**src/rtl/snake_input_ctrl.sv**
```systemverilog
// Snake game player-input front end: synchronizes and debounces five buttons,
// turns debounced presses into a direction code and a start pulse.
module snake_input_ctrl #(
  parameter int DEBOUNCE_CYCLES = 16
) (
  input  logic       clk,
  input  logic       reset,
  input  logic       btn_up,
  input  logic       btn_down,
  input  logic       btn_left,
  input  logic       btn_right,
  input  logic       btn_start,
  input  logic [1:0] game_state,
  output logic [1:0] direction,
  output logic       start,
  output logic       dir_reject
);

  localparam int unsigned NB = 5;
  localparam int unsigned CW = $clog2(DEBOUNCE_CYCLES + 1);
  localparam logic [CW-1:0] LAST = CW'(DEBOUNCE_CYCLES - 1);

  localparam int unsigned B_UP    = 0;
  localparam int unsigned B_DOWN  = 1;
  localparam int unsigned B_LEFT  = 2;
  localparam int unsigned B_RIGHT = 3;
  localparam int unsigned B_START = 4;

  typedef enum logic [1:0] {
    GS_IDLE    = 2'b00,
    GS_PLAYING = 2'b01,
    GS_OVER    = 2'b10,
    GS_RSVD    = 2'b11
  } game_state_t;

  typedef enum logic [1:0] {
    DIR_UP    = 2'b00,
    DIR_DOWN  = 2'b01,
    DIR_LEFT  = 2'b10,
    DIR_RIGHT = 2'b11
  } dir_t;

  logic [NB-1:0] raw;
  logic [NB-1:0] s1;
  logic [NB-1:0] s2;
  logic [NB-1:0] stable;
  logic [CW-1:0] cnt [NB];
  logic [NB-1:0] press;

  dir_t        dir_q;
  dir_t        dir_next;
  dir_t        cand;
  logic        cand_valid;
  logic        start_next;
  logic        rej_next;
  logic        playing;
  logic [1:0]  cand_bits;
  logic [1:0]  cur_bits;
  game_state_t gs;

  assign raw = {btn_start, btn_right, btn_left, btn_down, btn_up};
  assign gs  = game_state_t'(game_state);

  always_ff @(posedge clk) begin
    if (reset) begin
      s1     <= '0;
      s2     <= '0;
      stable <= '0;
      for (int unsigned i = 0; i < NB; i++) cnt[i] <= '0;
    end else begin
      s1 <= raw;
      s2 <= s1;
      for (int unsigned i = 0; i < NB; i++) begin
        if (s2[i] == stable[i]) begin
          cnt[i] <= '0;
        end else if (cnt[i] == LAST) begin
          stable[i] <= s2[i];
          cnt[i]    <= '0;
        end else begin
          cnt[i] <= cnt[i] + 1'b1;
        end
      end
    end
  end

  // Press is decoded from the same condition that flips stable 0->1, so the
  // registered outputs land on the very edge stable rises.
  always_comb begin
    for (int unsigned i = 0; i < NB; i++)
      press[i] = s2[i] & ~stable[i] & (cnt[i] == LAST);
  end

  always_comb begin
    cand       = dir_q;
    cand_valid = 1'b0;
    if (press[B_UP]) begin
      cand = DIR_UP;    cand_valid = 1'b1;
    end else if (press[B_DOWN]) begin
      cand = DIR_DOWN;  cand_valid = 1'b1;
    end else if (press[B_LEFT]) begin
      cand = DIR_LEFT;  cand_valid = 1'b1;
    end else if (press[B_RIGHT]) begin
      cand = DIR_RIGHT; cand_valid = 1'b1;
    end
  end

  always_comb begin
    dir_next   = dir_q;
    start_next = 1'b0;
    rej_next   = 1'b0;
    playing    = (gs == GS_PLAYING);
    cand_bits  = cand;
    cur_bits   = dir_q;
    if (press[B_START] && !playing) begin
      start_next = 1'b1;
      dir_next   = DIR_RIGHT;
    end else if (playing && cand_valid && (cand != dir_q)) begin
      if ((cand_bits[1] == cur_bits[1]) && (cand_bits[0] != cur_bits[0]))
        rej_next = 1'b1;
      else
        dir_next = cand;
    end
  end

  always_ff @(posedge clk) begin
    if (reset) begin
      dir_q      <= DIR_RIGHT;
      start      <= 1'b0;
      dir_reject <= 1'b0;
    end else begin
      dir_q      <= dir_next;
      start      <= start_next;
      dir_reject <= rej_next;
    end
  end

  assign direction = dir_q;

endmodule

```
**config.mk**
```make
export PLATFORM = sky130hd
export DESIGN_NAME = snake_input_ctrl
export DESIGN_NICKNAME = d
export VERILOG_FILES = /design/src/rtl/snake_input_ctrl.sv
export SDC_FILE = /design/constraint.sdc
export NUM_CORES = 1
export LEC_CHECK = 0
export ABC_AREA = 1
export CAP_MARGIN = 15
export CORE_AREA = 2 2 67 69
export DETAILED_ROUTE_END_ITERATION = 6
export DIE_AREA = 0 0 69 71
export HOLD_SLACK_MARGIN = 0.06
export MAX_ROUTING_LAYER = met4
export PLACE_DENSITY = 0.84
export RECOVER_POWER = 50
export SKIP_LAST_GASP = 1
export SYNTH_ARGS = -nofsm -noshare
export SYNTH_HDL_FRONTEND = slang
export SYNTH_SLANG_ARGS = --single-unit
```
**constraint.sdc**
```tcl
create_clock -name clk -period 1.48 [get_ports clk]
set_clock_uncertainty 0.1 [all_clocks]
set_input_delay 0.222 -clock clk [delete_from_list [all_inputs] [get_ports clk]]
set_output_delay 0.222 -clock clk [all_outputs]
set_load 0.03 [all_outputs]
```
# --- Word-level counts from Yosys, hierarchy flattened ---
# Memory sizes are Yosys's and may differ from the RTL's.
# Index checks and enable logic that the tools add are counted.
# Widths: inputs -> output; s select.
word_totals:
  rom_bits: 0
  inputBits: 9
  elab_cells: 162
  ramBits: 25
  latch_bits: 0
  memories: 1
  regBits: 19
classes:
  div: 0
  reduce_logical: 13
  addsub: 5
  eq_ne: 14
  multipliers: 0
  magnitude_cmp: 0
  shifts: 0
  n_bitwise: 37
  muxes: 82
mem_list:
  columns: ["name", "depth", "width", "rd", "rd_clocked_by_memory_dff", "wr", "line", "rtl"]
  rows:
  - ["cnt", 5, 5, 5, 0, 5, "47", "logic [CW-1:0] cnt [NB];"]
op_table:
  columns: ["operator", "n"]
  rows:
  - ["$mux 5", 15]
  - ["$mux 1", 63]
  - ["$add 5x1->5 const B", 5]
  - ["$eq 5x4->1 const B", 5]
  - ["$or 1x1->1", 15]
  - ["$not 1->1", 12]
  - ["$reduce_and 2->1", 6]
  - ["$and 1x1->1", 10]
  - ["$mux 2", 4]
  - ["$eq 1x1->1", 6]
  - ["$logic_and 1x1->1", 4]
  - ["$reduce_or 3->1", 1]
  - ["$eq 2x1->1 const B", 1]
  - ["$ne 2x2->1", 1]
  - ["$reduce_or 2->1", 1]
  - ["$logic_not 1->1", 1]
  - ["$ne 1x1->1", 1]

# --- Depth between registers and ports, before layout ---
depth:
  word_depth: 11
  depth_mapped: 13
  depth_no_buf: 13

# --- Least setup slack after synthesis ---
# Ideal clock, no wire load.
synth_timing:
  path_kind: "register to register"
  startpoint: "memory cnt[0][0] (netlist name)"
  endpoint: "register dir_q[1], in the netlist direction[1]"
  synth_period_minus_slack_ns: 1.640
  path_stages_with_launch: 13
  slack_ns: -0.160
  required_time_ns: 1.254
  setup_ns: 0.126
  path_buffers: 0
  t_arrival_ns: 1.415
  path_cell_list: "edfxtp_1 ha_1 nand2_1 nor2_1 ha_1 nand2_1 nand2_2 inv_2 nand3_2 nand2_1 nand2_1 nand2_1 nand3_1"
synth_rtl:
  columns: ["element", "line", "rtl"]
  rows:
  - ["start: declaration", "47", null]
  - ["end signal: assignment", "131", "dir_q <= dir_next;"]
  - ["end: declaration", "50", "dir_t dir_q;"]

==> flow_summary.toml <==
[critical_path]
critical_path_required_ns = 1.56
cpMostUsedCell = "nand2_2"
r2r-end = "direction[1]$_SDFFE_PP1P_"
path_cells = "ha_2 -> nand2_2 -> nor2_1 -> ha_2 -> nand2_4 -> nand2_4 -> inv_2 -> nand3_2 -> nand2_2 -> nand2_2 -> nand2_1 -> nand3_1"
crit_fanout = 3
startpoint_type = "flop"
end_kind = "flop"
r2r_slack_ns = -0.21
reg2reg_from = "cnt[1][1]$_SDFFCE_PN0P_"
critPathSlowestCell = "edfxtp_1"
crit_buf_inv = 1
r2r_cells = 12
max_stage_delay_ns = 0.40
crit_type = "reg2reg"
critical-path-top-delay-family = "simple AND/OR/NAND/NOR gates"
arrival_ns = 1.78

[clock_tree]
clk_pin_slew_ns = 0.08
clock_latency_ns = 0.30
root_buffer = "clkbuf_8"
htreeDepth = 2
numCtsBuffers = 5
cts_tree = "done"
numClockSinks = 44
cts_max_path_buffers = 2
hold_buffers = 0

[timing]
worst_slew_pin_slew_ns = 0.628
min_period_over_period = 1.14
rsz0062_at_grt = "yes"
max-slew-margin-rel = 0.581
setup_viol = 33
finalSetupTns_ns = -3.63
fmax_mhz = 590
period_minus_slack_ns = 1.69
finalHoldViolations = 0
drv_slew = 0
timing.hold.ws_ns = 0.302
setup_slack_ns = -0.215

[detailed_routing]
first_pass_iters = 4
drtIter0Drc = 47
drt-total-wl_mm = 3.69
routedWlPerCell_um = 10.9
route.detailed.drc = 0
vias = 1559
viasPerCell = 4.61
drtAntennaViolNets = 0

[global_route]
grt_use_total = 0.166
grt_pass1_vias = 1589
top_usage_layer = "met2"
grt_overflow = 0
grt_max_degree = 15
grt_use_met3 = 0.0328
grt_use_met1 = 0.171
grt_pass1_wl_mm = 6.27
grt.met2_usage = 0.294
antenna_found_initial = 0

[run_status]
violations = "negative setup slack"
run_status = "complete, but fails checks"

[hold_path]
worstHoldPathType = "reg2reg"
hp-start = "s1[0]$_SDFF_PP0_"
worstHoldEndpoint = "s2[0]$_SDFF_PP0_"
hold_path_depth = 2

[synth]
synth_ff_type = "edfxtp_1"
synth_top_area_frac = 0.360
syn_area_per_cell_um2 = 9.49
synth.most_common_cell = "inv_1"
synthDistinctLibCells = 28
syn_inst = 220
yosysSeqAreaShare = 0.542
synth-seq-cells = 44
ys_async_sr_fraction = 0
synth_area_leader_cell = "edfxtp_1"
synthesis.area_mm2 = 0.00209
yosysWarnings = 0
synth-edff-count = 25
netlist_top_cells_area = "edfxtp_1 (36%), dfxtp_1 (18%), ha_1 (9.0%)"
synth_common_cells = "inv_1 (39), nor2_1 (38), edfxtp_1 (25)"

[placement]
placed_area_mm2 = 0.00249
place_ws_ns = -0.208
port_buffers = 12
gp_congestion = 0.731
dpl.hpwl_mm = 2.56

[floorplan]
io_pins = 13
die_h_um = 71
core_mm2 = 0.00420
design.die.area_mm2 = 0.00490
start_util = 0.496
die_x_um = 69
core.rowCount = 24

[power]
p_per_area_mw_per_mm2 = 848
ir_drop_uv = 642
total_power_mw = 2.39
p_leak_nw = 1.29

[finish]
num_antenna_cells = 0
final_area_mm2 = 0.00282
nets = 309
syn_to_final_growth_pct = 35.0
drive_above_1_share = 0.336

[run]
cap_violations = 0
[cells by family after synthesis]
group	share of synthesized area
AND/OR/NAND/NOR	0.221
AO/OA/AOI/OAI	0.0534
buffers and inverters	0.0923
flip-flops	0.542
other	0.00180
adder cells (fa/ha/maj)	0.0899
[routing by layer]
metal	vias to the layer above	wire, um
li1	811	-
met1	718	1510
met2	20	1990
met3	10	98
met4	0	87
met5	-	0
[sequential cells by signal, indices dropped and copies added (netlist names)]
name / cells
start: 1
s2: 5
cnt: 25
dir_reject: 1
stable: 5
direction: 2
s1: 5
[where the power goes]
group / leakage [nW] / switching, mW / internal (mW)
Clock: 0.0566 / 0.407 / 0.432
Combinational: 0.818 / 0.105 / 0.0911
Sequential: 0.413 / 0.0212 / 1.33
Total: 1.29 / 0.533 / 1.86
[worst register-to-register path, delay by kind of cell (launching register included)]
| kind | cells | cell delay, ns |
|---|---|---|
| adders and majority gates | 2 | 0.42 |
| buffers and inverters | 1 | 0.06 |
| and+or+nand+nor | 9 | 0.58 |
| DFF | 1 | 0.40 |
[layout by cell type, fill, tap and decap left out]
cell type	Yosys	final
dfxtp_1	19	19
nand2_1	24	12
nand4_1	2	2
o21bai_1	1	1
clkinv_2	0	1
edfxtp_1	25	25
nand3_1	8	8
clkdlybuf4s50_1	0	7
nor2_2	1	10
inv_1	39	38
ha_1	15	5
o21a_1	1	1
clkbuf_1	0	1
nor3_2	3	2
clkbuf_16	0	1
a31oi_1	1	1
nand2_4	1	6
nand2_2	6	13
a21oi_1	10	9
inv_6	1	1
inv_4	1	2
o21ai_1	8	4
buf_6	1	3
nor2_4	2	4
inv_2	4	5
nor3_4	0	2
nor2_1	38	27
conb_1	1	25
nand3_2	1	1
a21oi_2	0	1
dlygate4sd3_1	0	1
o21ai_2	0	4
clkbuf_8	0	5
nor3b_2	3	5
dlygate4sd2_1	0	4
buf_4	0	20
ha_2	0	8
ha_4	0	2
[worst max-delay path by stage]
stage	cells past startpoint	endpoint	from
finish	12	direction[1]$_SDFFE_PP1P_	cnt[1][1]$_SDFFCE_PN0P_
global route	13	dir_reject$_SDFF_PP0_	cnt[3][1]$_SDFFCE_PN0P_
CTS	11	direction[1]$_SDFFE_PP1P_	cnt[2][1]$_SDFFCE_PN0P_
detailed placement	11	direction[1]$_SDFFE_PP1P_	cnt[2][1]$_SDFFCE_PN0P_
global placement	12	direction[1]$_SDFFE_PP1P_	cnt[0][1]$_SDFFCE_PN0P_
floorplan	12	direction[1]$_SDFFE_PP1P_	cnt[0][0]$_SDFFCE_PN0P_
[per-stage QoR]
step / utilization / instances
after floorplan: - / 244
after global placement: 0.593 / 321
after detailed placement: 0.593 / 321
after CTS: 0.629 / 330
after global routing: 0.670 / 338
final: 0.670 / 338
[cell type report]
| cell class | count | area (um2) |
|---|---|---|
| clock buffers | 6 | 93.8 |
| well taps | 52 | 65.1 |
| clock inverters | 2 | 11.3 |
| flip-flops and latches | 44 | 1130 |
| multi-input cells | 153 | 1040 |
| fillers | 322 | 1390 |
| inverters | 45 | 176 |
| repair buffers | 36 | 303 |
[timing repair]
item                       in CTS  in global routing
gates resized for setup        17                 30
setup buffers                   1                  8
setup endpoints to repair      33                 34
pin swaps                       7                 23
Power figures use the tool's default switching activity.
